**src/rtl/control_fsm.sv**
```systemverilog
// Multi-cycle control FSM: sequences fetch/decode/execute/memory/writeback
// for a 16-bit instruction set and drives the datapath enables.
module control_fsm (
  input  logic        clk,
  input  logic        rst_n,
  input  logic [15:0] instr,
  input  logic        zero,
  input  logic        mem_ready,
  output logic [3:0]  alu_control,
  output logic        alu_src_b,
  output logic        ir_write,
  output logic        pc_write,
  output logic        reg_write,
  output logic        mem_read,
  output logic        mem_write,
  output logic        mem_to_reg,
  output logic [1:0]  pc_src,
  output logic        illegal,
  output logic        halted,
  output logic [2:0]  state
);

  localparam int unsigned STATE_W = 3;
  localparam int unsigned OP_W    = 4;
  localparam int unsigned ALU_W   = 4;
  localparam int unsigned PCSRC_W = 2;

  localparam logic [2:0] S_FETCH  = 3'b000;
  localparam logic [2:0] S_DECODE = 3'b001;
  localparam logic [2:0] S_EXEC   = 3'b010;
  localparam logic [2:0] S_MEM    = 3'b011;
  localparam logic [2:0] S_WB     = 3'b100;
  localparam logic [2:0] S_HALT   = 3'b101;

  localparam logic [3:0] OP_LOAD  = 4'b1001;
  localparam logic [3:0] OP_STORE = 4'b1010;
  localparam logic [3:0] OP_BEQ   = 4'b1011;
  localparam logic [3:0] OP_BNE   = 4'b1100;
  localparam logic [3:0] OP_JMP   = 4'b1101;
  localparam logic [3:0] OP_ILL   = 4'b1110;
  localparam logic [3:0] OP_HALT  = 4'b1111;

  localparam logic [3:0] ALU_ADD  = 4'b0000;
  localparam logic [3:0] ALU_SUB  = 4'b0001;

  localparam logic [1:0] PC_SEQ   = 2'b00;
  localparam logic [1:0] PC_BR    = 2'b01;
  localparam logic [1:0] PC_JMP   = 2'b10;

  logic [STATE_W-1:0] state_q, state_d;
  logic [OP_W-1:0]    op_q, op_d;

  logic [ALU_W-1:0]   alu_control_c;
  logic               alu_src_b_c;
  logic               ir_write_c;
  logic               pc_write_c;
  logic               reg_write_c;
  logic               mem_read_c;
  logic               mem_write_c;
  logic               mem_to_reg_c;
  logic [PCSRC_W-1:0] pc_src_c;
  logic               illegal_c;
  logic               halted_c;

  // Only the opcode field is decoded; operand fields belong to the datapath.
  logic unused_instr;
  assign unused_instr = ^instr[11:0];

  // State and latched-opcode registers, cleared asynchronously.
  always_ff @(posedge clk or negedge rst_n) begin
    if (!rst_n) begin
      state_q <= S_FETCH;
      op_q    <= '0;
    end else begin
      state_q <= state_d;
      op_q    <= op_d;
    end
  end

  // Next-state and control decode; later states only look at the latched opcode.
  always_comb begin
    state_d       = state_q;
    op_d          = op_q;
    alu_control_c = ALU_ADD;
    alu_src_b_c   = 1'b0;
    ir_write_c    = 1'b0;
    pc_write_c    = 1'b0;
    reg_write_c   = 1'b0;
    mem_read_c    = 1'b0;
    mem_write_c   = 1'b0;
    mem_to_reg_c  = 1'b0;
    pc_src_c      = PC_SEQ;
    illegal_c     = 1'b0;
    halted_c      = 1'b0;

    case (state_q)
      S_FETCH: begin
        mem_read_c = 1'b1;
        if (mem_ready) begin
          ir_write_c = 1'b1;
          pc_write_c = 1'b1;
          pc_src_c   = PC_SEQ;
          state_d    = S_DECODE;
        end
      end
      S_DECODE: begin
        op_d    = instr[15:12];
        state_d = S_EXEC;
      end
      S_EXEC: begin
        case (op_q)
          4'b0000, 4'b0001, 4'b0010, 4'b0011, 4'b0100,
          4'b0101, 4'b0110, 4'b0111, 4'b1000: begin
            alu_control_c = ALU_W'(op_q);
            state_d       = S_WB;
          end
          OP_LOAD, OP_STORE: begin
            alu_src_b_c = 1'b1;
            state_d     = S_MEM;
          end
          OP_BEQ: begin
            alu_control_c = ALU_SUB;
            pc_src_c      = PC_BR;
            pc_write_c    = zero;
            state_d       = S_FETCH;
          end
          OP_BNE: begin
            alu_control_c = ALU_SUB;
            pc_src_c      = PC_BR;
            pc_write_c    = ~zero;
            state_d       = S_FETCH;
          end
          OP_JMP: begin
            pc_write_c = 1'b1;
            pc_src_c   = PC_JMP;
            state_d    = S_FETCH;
          end
          OP_ILL: begin
            illegal_c = 1'b1;
            state_d   = S_FETCH;
          end
          OP_HALT: begin
            state_d = S_HALT;
          end
          default: begin
            state_d = S_FETCH;
          end
        endcase
      end
      S_MEM: begin
        if (op_q == OP_LOAD) begin
          mem_read_c = 1'b1;
          if (mem_ready) begin
            state_d = S_WB;
          end
        end else begin
          mem_write_c = 1'b1;
          if (mem_ready) begin
            state_d = S_FETCH;
          end
        end
      end
      S_WB: begin
        reg_write_c  = 1'b1;
        mem_to_reg_c = (op_q == OP_LOAD);
        state_d      = S_FETCH;
      end
      S_HALT: begin
        halted_c = 1'b1;
      end
      default: begin
        state_d = S_FETCH;
      end
    endcase
  end

  // Outputs are forced low while reset is held, independent of the clock.
  assign alu_control = rst_n ? alu_control_c : '0;
  assign pc_src      = rst_n ? pc_src_c : '0;
  assign alu_src_b   = rst_n & alu_src_b_c;
  assign ir_write    = rst_n & ir_write_c;
  assign pc_write    = rst_n & pc_write_c;
  assign reg_write   = rst_n & reg_write_c;
  assign mem_read    = rst_n & mem_read_c;
  assign mem_write   = rst_n & mem_write_c;
  assign mem_to_reg  = rst_n & mem_to_reg_c;
  assign illegal     = rst_n & illegal_c;
  assign halted      = rst_n & halted_c;
  assign state       = state_q;

endmodule
```
**config.mk**
```make
export PLATFORM = sky130hd
export DESIGN_NAME = control_fsm
export DESIGN_NICKNAME = d
export VERILOG_FILES = /design/src/rtl/control_fsm.sv
export SDC_FILE = /design/constraint.sdc
export NUM_CORES = 1
export LEC_CHECK = 0
export CELL_PAD_IN_SITES_DETAIL_PLACEMENT = 1
export CELL_PAD_IN_SITES_GLOBAL_PLACEMENT = 1
export CORE_ASPECT_RATIO = 1.4
export CORE_MARGIN = 5
export CORE_UTILIZATION = 24
export CTS_CLUSTER_SIZE = 30
export DETAILED_ROUTE_END_ITERATION = 6
export GPL_ROUTABILITY_DRIVEN = 1
export PLACE_DENSITY = 0.86
export SLEW_MARGIN = 5
export SYNTH_ARGS = -nofsm -noshare
export SYNTH_HDL_FRONTEND = slang
export SYNTH_SLANG_ARGS = --single-unit
```
**constraint.sdc**
```tcl
create_clock -name clk -period 1.9 [get_ports clk]
set_clock_uncertainty 0.2 [all_clocks]
set_input_delay 0.285 -clock clk [delete_from_list [all_inputs] [get_ports clk]]
set_output_delay 0.285 -clock clk [all_outputs]
set_load 0.1 [all_outputs]
```
==> results of run 1 <==
## synth_stat cells, types with 2 or more instances
master    n
nand2_1  12
mux2_2    3
dfrtp_1   7
and3_1    2
o21ai_0   3
a31oi_1   2
nor2b_1   2
inv_1     3
nor3_1    4
a21oi_1   6
buf_6     2
buf_2     2
nor2_1    8
## flip-flops by register name (all words and copies together) (netlist names)
register,count
op_q,4
state,3
## stage by stage
| step | total power [mW] | hold WS, ns | setup slack (ns) | TNS (ns) | cells |
|---|---|---|---|---|---|
| global placement | 1.98 | 0.414 | -0.180 | -1.18 | 151 |
| detailed placement | 2.05 | 0.448 | -0.230 | -1.69 | 151 |
| floorplan | 1.52 | -0.211 | -0.771 | -4.61 | 78 |
| finish | 2.72 | 0.411 | -0.277 | -2.84 | 171 |
| CTS | 2.55 | 0.401 | -0.245 | -2.53 | 169 |
| global route | 2.86 | 0.450 | -0.322 | -3.77 | 171 |
## what timing repair did
item | CTS | global route
buffers inserted | 13 | 3
cloned | 0 | 0
pin swaps | 9 | 6
endpoints found under the setup margin | 15 | 20
endpoints found under the hold margin | 7 | 0
hold buffers | 1 | 0
gates resized for setup | 16 | 14
## where the power goes
part	switching [mW]	internal (mW)
Combinational	1.25	0.975
Sequential	0.109	0.245
Clock	0.0588	0.0804
Total	1.42	1.30
## worst reg2reg max path: cells and delay by family (launching register included)
kind | cells | cell delay (ns)
buffers and inverters | 5 | 0.56
DFF | 1 | 0.40
muxes | 1 | 0.32
and+or+nand+nor | 2 | 0.24
## routing by layer
metal,track usage,vias to the layer above,share of wire
met5,0,-,0
met1,0.191,407,0.38
met4,0.102,0,0.034
li1,-,385,-
met3,0.0107,9,0.036
met2,0.302,20,0.55
## cell families after synthesis
kind of cell / share of synthesized area
muxes: 0.0701
and+or+nand+nor: 0.393
xor gates and xnor gates: 0.0140
buffers and inverters: 0.0902
AOI/OAI and AO/OA: 0.152
DFF: 0.281
## area by class of cell
cell class                      count  area [um2]
Clock buffer                        4        26.3
Tap cell                           36        45.0
Fill cell                         289         978
Sequential cell                     7         190
Multi-Input combinational cell     62         561
Inverter                            5        28.8
Timing Repair Buffer               57         731
## worst max-delay path by stage
stage	startpoint	to	slack [ns]	cells after the start
floorplan	state[0]	pc_write	-0.77	5
global placement	rst_n	illegal	-0.18	5
detailed placement	rst_n	illegal	-0.23	5
CTS	state[0]	illegal	-0.25	5
global route	state[0]	illegal	-0.32	5
finish	state[0]	illegal	-0.28	5
==> results.json, run 1 <==
{
  "status": "finished with violations",
  "violations": "negative setup slack",
  "grt_pass1_vias": 911,
  "setup_viol": 16,
  "cts_buffer_depth": 2,
  "rsz0062_at_grt": "true",
  "grt_pass1_wl_um": 4630,
  "rows": 22,
  "finalCoreUtilization": 0.618,
  "drtIter0Drc": 12,
  "path_delay_family": "simple AND/OR/NAND/NOR gates",
  "final_cell_mix": "21 x buf_4, 20 x buf_12, 10 x nand2_1",
  "initial_core_util": 0.244,
  "numCtsBuffers": 3,
  "layout.cells.most_common": "buf_4",
  "ant_nets": 0,
  "synth_edf_count": 0,
  "routedWlPerCell_um": 17.1,
  "worstMarginPinSlew_ns": 0.391,
  "coreArea_um2": 2560,
  "max_cap_violations": 0,
  "yosysTopAreaCellShare": 0.281,
  "fmax_mhz": 459,
  "yosys_warnings": 0,
  "cts_tree": "yes",
  "via_count": 821,
  "grt-ovfl-total": 0,
  "drc": 0,
  "max_stage_delay_ns": 0.47,
  "finalHoldViolations": 0,
  "drv_slew": 0,
  "post-dp-hpwl_um": 1890,
  "final.setup.worst_slack_ns": -0.277,
  "ys_ff_latch": 7,
  "cts.sinks": 7,
  "hold_path_end": "op_q[3]",
  "cp.arrival_ns": 1.69,
  "chipWidth_um": 53.1,
  "synth_nets": 98,
  "finalCriticalPeriod_ns": 2.18,
  "drive_above_1_share": 0.696,
  "grt_max_degree": 11,
  "diodes": 0,
  "wl_um": 2920,
  "reg2reg_slack_ns": 0.05,
  "timing.rr.start": "state[0]",
  "gp_congestion": 0.765,
  "cts.reportedPaths.clkPinSlew_ns": 0.06,
  "seq_area_frac_synth": 0.281,
  "cp_max_fo": 6,
  "hold_start": "instr[15]",
  "worst-path-buf-inv": 1,
  "power.density_nw_per_um2": 1720,
  "syn_inst": 78,
  "grt_use_total": 0.171,
  "rr_worst_depth": 8,
  "r2r-end": "op_q[0]",
  "antenna_found_initial": 0,
  "insertion_delay_ns": 0.26,
  "max-slew-margin-rel": 0.737,
  "io_pins": 38,
  "die_area_um2": 3740,
  "fin_nets": 156,
  "vias_per_cell": 4.80,
  "yosys.area.top_type": "dfrtp_1",
  "cp_cell_sequence": "and2b_1, and3_4, nand2_4, nor3_4, buf_12",
  "p_leak_nw": 0.657,
  "avgSynthCellArea_um2": 8.00,
  "synth.top_cells.by_area": "dfrtp_1 28%, nand2_1 7.2%, mux2_2 5.4%, a21oi_1 4.8%, nor2_1 4.8%",
  "min_period_over_period": 1.15,
  "min_path_cells": 3,
  "root_buffer": "clkbuf_4",
  "area_growth_pct": 153,
  "h-tree-depth": 1,
  "design_area_um2": 1580,
  "startpoint_type": "flip-flop",
  "yosysUniqueCellTypes": 35,
  "critPathCaptureType": "output pin",
  "die_h_um": 70.4,
  "cp.required_ns": 1.41,
  "dr.pass1.iters": 3,
  "hp-class": "in2reg",
  "place_area_um2": 1320,
  "synth_flop_cell": "dfrtp_1",
  "async_flop_share": 1.00,
  "cp_slowest_cell": "dfrtp_4",
  "ir_drop_uv": 862,
  "port_buffers": 25,
  "crit_type": "reg2out",
  "synth_area_um2": 624
}
Power figures use the tool's default switching activity.
==> run 2: changes to the inputs <==
--- a/config.mk
+++ b/config.mk
@@ -5,11 +5,12 @@
 export SDC_FILE = /design/constraint.sdc
 export NUM_CORES = 1
 export LEC_CHECK = 0
+export ABC_AREA = 1
 export CELL_PAD_IN_SITES_DETAIL_PLACEMENT = 1
 export CELL_PAD_IN_SITES_GLOBAL_PLACEMENT = 1
 export CORE_ASPECT_RATIO = 1.4
 export CORE_MARGIN = 5
-export CORE_UTILIZATION = 24
+export CORE_UTILIZATION = 22
 export CTS_CLUSTER_SIZE = 30
 export DETAILED_ROUTE_END_ITERATION = 6
 export GPL_ROUTABILITY_DRIVEN = 1
==> run 2 against run 1 <==
- routed wire length is 3.4% higher
- worst hold slack worse by 0.29 ns
- synthesized area is 8.0% lower
- sequential power is 16% higher
- setup slack better by 0.15 ns
- clock-buffer cell count stayed put
- the run still ends with negative setup slack left
- critical path depth is 1 higher
- synthesized cell count is 13% higher
- critical path type unchanged
==> results.json, run 2 <==
{
  "initial_core_util": 0.224,
  "gp_congestion": 0.799,
  "dr.pass1.iters": 4,
  "top_layer_used": "met4",
  "synth_nets": 108,
  "numCtsBuffers": 3,
  "multi_input_area_um2": 557,
  "endpoint": "pc_write",
  "total_power_mw": 2.87,
  "fmax_mhz": 494,
  "seq_area_frac_synth": 0.305,
  "largest-register": "op_q",
  "yosys.area.top_type": "dfrtp_1",
  "pre_cts_slack_ns": -0.159,
  "grt-ovfl-total": 0,
  "antenna_found_initial": 0,
  "grt_pass1_vias": 962,
  "seq_power_share": 0.142,
  "area_growth_pct": 176,
  "final.setup.worst_slack_ns": -0.125,
  "rr_worst_depth": 8,
  "power.density_nw_per_um2": 1810,
  "hp-class": "in2async",
  "via_count": 855,
  "synth.top_cells.by_area": "dfrtp_1 31%, nand2_1 12%, nor2_1 10%, inv_1 7.8%, a21oi_1 6.1%",
  "clockPowerShare": 0.048,
  "switching_share": 0.563,
  "timing.rr.start": "op_q[1]",
  "grt_max_degree": 9,
  "async_flop_share": 1.00,
  "drc": 0,
  "cts.sinks": 7,
  "chipWidth_um": 53.2,
  "ir_drop_uv": 1040,
  "yosysUniqueCellTypes": 21,
  "grt_pass1_wl_um": 4720,
  "p_sw_mw": 1.62,
  "diodes": 0,
  "cp.arrival_ns": 1.54,
  "setup_viol": 14,
  "die_area_um2": 3750,
  "p_leak_nw": 0.663,
  "drtIter0Drc": 5,
  "syn_inst": 88,
  "vias_per_cell": 4.62,
  "ctsHoldBuffers": 0,
  "p_comb_frac": 0.810,
  "finalCoreUtilization": 0.619,
  "fin_nets": 170,
  "finalHoldViolations": 0,
  "ys_ff_latch": 7,
  "root_buffer": "clkbuf_4",
  "min_period_over_period": 1.07,
  "routedWlPerCell_um": 16.3,
  "io_pins": 38,
  "seqCellArea_um2": 189,
  "synth_area_um2": 574,
  "cp.required_ns": 1.41,
  "status": "finished with violations",
  "drv_slew": 0,
  "final_cell_mix": "28 x buf_4, 19 x buf_12, 13 x nand2_1",
  "h-tree-depth": 1,
  "yosysTopAreaCellShare": 0.305,
  "max_cap_violations": 0,
  "cts_buffer_depth": 2,
  "reg2reg_slack_ns": 0.25,
  "ant_nets": 0,
  "grt_use_total": 0.169,
  "synth_flop_cell": "dfrtp_1",
  "crit_type": "reg2out",
  "crit_start": "state[2]",
  "cts_tree": "yes",
  "drt-met1-wl_um": 1120,
  "port_buffers": 25,
  "critPathCaptureType": "output pin",
  "finalCriticalPeriod_ns": 2.02,
  "startpoint_type": "flip-flop",
  "yosys_warnings": 0,
  "p_int_mw": 1.25,
  "insertion_delay_ns": 0.26,
  "drive_above_1_share": 0.705,
  "synth_edf_count": 0,
  "route.met3.wl_um": 91,
  "die_h_um": 70.5,
  "r2r-end": "state[2]",
  "layout.cells.most_common": "buf_4",
  "largest_reg_flops": 4,
  "wl_um": 3020,
  "rsz0062_at_grt": "true",
  "yosysMostFrequentCell": "nand2_1",
  "violations": "negative setup slack",
  "ys_top_cells_by_count": "18 x nand2_1, 16 x nor2_1, 12 x inv_1",
  "rows": 22,
  "worstMarginPinSlew_ns": 0.288,
  "max-slew-margin-rel": 0.808,
  "cp_max_fo": 4,
  "avgSynthCellArea_um2": 6.53,
  "coreArea_um2": 2560,
  "wl_met2_um": 1710,
  "post-dp-hpwl_um": 1900,
  "cts.reportedPaths.clkPinSlew_ns": 0.05,
  "fillCellCount": 278
}
==> run 2: changes by cell type in the layout (fill, tap and decap cells not counted), sizes merged, moves of 2 or more <==
cell,change
nor3,-2
nor2b,-2
and3,-3
mux2,-2
nand2,+6
nand3,+7
a31oi,-2
inv,+9
buf,+2
nor2,+10
==> run 2: worst max-delay path: stages, from the launching register on <==
cell and delay [ns]:
dfrtp_4 0.51, inv_6 0.10, nand2_4 0.06, nor2_4 0.15, nand2_2 0.10, a21oi_4 0.17, buf_12 0.19
==> run 2: worst min-delay path by stage <==
stage,endpoint,from
finish,state[2],rst_n
global route,state[2],rst_n
CTS,op_q[2],rst_n
detailed placement,op_q[3],op_q[3]
global placement,op_q[3],op_q[3]
floorplan,op_q[0],rst_n
==> run 2: cell type report <==
cell class / instances / share of cell area
inverters: 14 / 0.0395
multi-input cells: 66 / 0.352
well taps: 36 / 0.0284
flip-flops and latches: 7 / 0.119
clock buffers: 4 / 0.0166
repair buffers: 58 / 0.445
==> run 2: kinds of logic (layout without fill, tap and decap cells) <==
| kind of cell | Yosys count | in the layout | share of synthesized area |
|---|---|---|---|
| buffers and inverters | 15 | 76 | 0.111 |
| DFF | 7 | 7 | 0.305 |
| muxes | 1 | 1 | 0.0196 |
| AOI/OAI and AO/OA | 11 | 11 | 0.111 |
| and+or+nand+nor | 54 | 54 | 0.453 |
==> run 2: timing repair <==
action | in CTS | in global routing
setup buffers | 9 | 9
setup endpoints to repair | 15 | 15
resized for setup | 29 | 8
pin swaps | 11 | 7
==> run 2: metrics by stage <==
stage          TNS, ns  hold slack (ns)  cell area, um2  std cells
4_1_cts          -1.11            0.108            1490        176
2_1_floorplan    -5.32           -0.211             729         88
6_report         -1.19            0.119            1580        185
3_3_place_gp    -0.816            0.398            1310        163
5_1_grt          -1.84            0.138            1580        185
3_5_place_dp     -1.30            0.439            1310        163
==> run 2: power by group through the flow <==
stage | Sequential (mW) | Clock, mW | Combinational [mW]
after floorplan | 0.553 | 0 | 0.963
after CTS | 0.403 | 0.144 | 2.07
after global placement | 0.366 | 0 | 1.72
after detailed placement | 0.371 | 0 | 1.78
final | 0.408 | 0.138 | 2.33
after global routing | 0.418 | 0.144 | 2.45
==> run 2: per-layer routing <==
layer / vias up / GRT usage
met5: - / 0
met4: 0 / 0.0881
met3: 8 / 0.0192
met2: 19 / 0.309
met1: 419 / 0.179
li1: 409 / -
==> run 3: changes to the inputs <==
--- a/config.mk
+++ b/config.mk
@@ -14,6 +14,7 @@
 export CTS_CLUSTER_SIZE = 30
 export DETAILED_ROUTE_END_ITERATION = 6
 export GPL_ROUTABILITY_DRIVEN = 1
+export MAX_ROUTING_LAYER = met4
 export PLACE_DENSITY = 0.86
 export SLEW_MARGIN = 5
 export SYNTH_ARGS = -nofsm -noshare
==> constraint.sdc (replaced) <==
create_clock -name clk -period 2.11 [get_ports clk]
set_clock_uncertainty 0.2 [all_clocks]
set_input_delay 0.3165 -clock clk [delete_from_list [all_inputs] [get_ports clk]]
set_output_delay 0.3165 -clock clk [all_outputs]
set_load 0.1 [all_outputs]
==> run 3 against run 2 <==
- the run now ends clean
- core utilization decreased by 6.1 points
- largest power group unchanged
- critical path depth decreased by 2
- sequential cell count unchanged
- combinational power decreased by 23%
- largest cell class unchanged
- worst hold slack improved by 0.049 ns
- sequential power decreased by 12%
- first-iteration DRC count decreased by 100%
- critical path type unchanged
- via count decreased by 7.6%
- final cell count decreased by 7.0%
==> results.json, run 3 (same netlist as run 2, synthesis figures left out) <==
{
  "rows": 22,
  "final.setup.worst_slack_ns": 0.0233,
  "startpoint_type": "flip-flop",
  "cts.sinks": 7,
  "finalCriticalPeriod_ns": 2.09,
  "tns_ns": 0,
  "insertion_delay_ns": 0.25,
  "crit_type": "reg2out",
  "dr.pass1.iters": 1,
  "worstMarginPinSlew_ns": 0.259,
  "die_area_um2": 3750,
  "gp_congestion": 0.830,
  "cp.arrival_ns": 1.57,
  "critPathCaptureType": "output pin",
  "p_leak_nw": 0.583,
  "cts_buffer_depth": 2,
  "antenna_found_initial": 0,
  "final_cells": 172,
  "drv_slew": 0,
  "root_buffer": "clkbuf_4",
  "final_cell_mix": "18 x buf_12, 16 x buf_4, 14 x nand2_1",
  "cts.reportedPaths.clkPinSlew_ns": 0.05,
  "grt_use_total": 0.159,
  "p_sw_mw": 1.33,
  "power.density_nw_per_um2": 1600,
  "io_pins": 38,
  "area_growth_pct": 149,
  "fmax_mhz": 479,
  "status": "complete, no violations",
  "grt_pass1_wl_um": 4310,
  "numCtsBuffers": 3,
  "routedWlPerCell_um": 15.5,
  "largest_reg_flops": 4,
  "pre_cts_slack_ns": -0.0110,
  "switching_share": 0.584,
  "hp-class": "in2async",
  "wl_um": 2670,
  "coreArea_um2": 2560,
  "via_count": 790,
  "dpl.cell_count": 156,
  "total_power_mw": 2.28,
  "ctsHoldBuffers": 0,
  "post-dp-hpwl_um": 1920,
  "rsz0062_at_grt": "true",
  "place_area_um2": 1250,
  "layout.cells.most_common": "buf_12",
  "fin_nets": 157,
  "seq_power_share": 0.157,
  "h-tree-depth": 1,
  "chipWidth_um": 53.2,
  "vias_per_cell": 4.59,
  "setup_viol": 0,
  "ant_nets": 0,
  "cp.required_ns": 1.59,
  "cts_tree": "yes",
  "grt-ovfl-total": 0,
  "cp_max_fo": 3,
  "port_buffers": 25,
  "clockPowerShare": 0.054,
  "ir_drop_uv": 1120,
  "diodes": 0,
  "drive_above_1_share": 0.640,
  "design_area_um2": 1430,
  "grt_max_degree": 9,
  "drtIter0Drc": 0,
  "die_h_um": 70.5,
  "finalHoldViolations": 0,
  "p_comb_frac": 0.789,
  "min_period_over_period": 0.989,
  "max_cap_violations": 0,
  "grt_pass1_vias": 901,
  "finalCoreUtilization": 0.558,
  "drc": 0,
  "max-slew-margin-rel": 0.826,
  "largest-register": "op_q",
  "p_int_uw": 949,
  "initial_core_util": 0.224,
  "fin_hold_ws_ns": 0.168
}
run 3: timing repair:
action                                  CTS  global route
pin swaps                                 3            10
buffers inserted                          9             3
endpoints found under the setup margin   13            12
resized for setup                        14            11
run 3: power groups by stage:
stage                     Sequential, mW  Combinational [mW]  Clock (mW)
after floorplan                    0.498               0.867           0
after global placement             0.359                1.44           0
after detailed placement           0.369                1.49           0
after CTS                          0.348                1.69       0.128
after global routing               0.371                1.90       0.141
final                              0.357                1.80       0.124
run 3: path summary, 6_finish.rpt:
check	end	from	cells after the start	slack (ns)
max	alu_control[3]	state[2]	4	0.02
min	op_q[1]	rst_n	3	0.17
max reg2reg	state[2]	state[2]	8	0.41
min reg2reg	state[0]	state[0]	3	0.49
max in group asynchronous	state[1]	rst_n	3	1.40
min in group clk	op_q[0]	instr[12]	3	0.46
run 3: area by class of cell:
| cell class | instances | area (um2) |
|---|---|---|
| fill | 286 | 1130 |
| inverter | 14 | 55.1 |
| sequential | 7 | 189 |
| timing repair buffer | 45 | 594 |
| multi-input combinational | 66 | 519 |
| clock buffer | 4 | 26.3 |
| tap | 36 | 45.0 |
run 3: routing by layer:
layer,vias to the layer above,GRT usage,routed length [um]
met5,-,-,0
met4,0,0.0682,46
met3,4,0.00213,54
met2,12,0.307,1620
met1,391,0.156,948
li1,383,-,-
run 3: worst max-delay path, stage by stage, from the launching register on:
cell	delay (ns)
dfrtp_4	0.51
nor2_4	0.18
nand3_4	0.10
nor4_4	0.31
buf_12	0.21
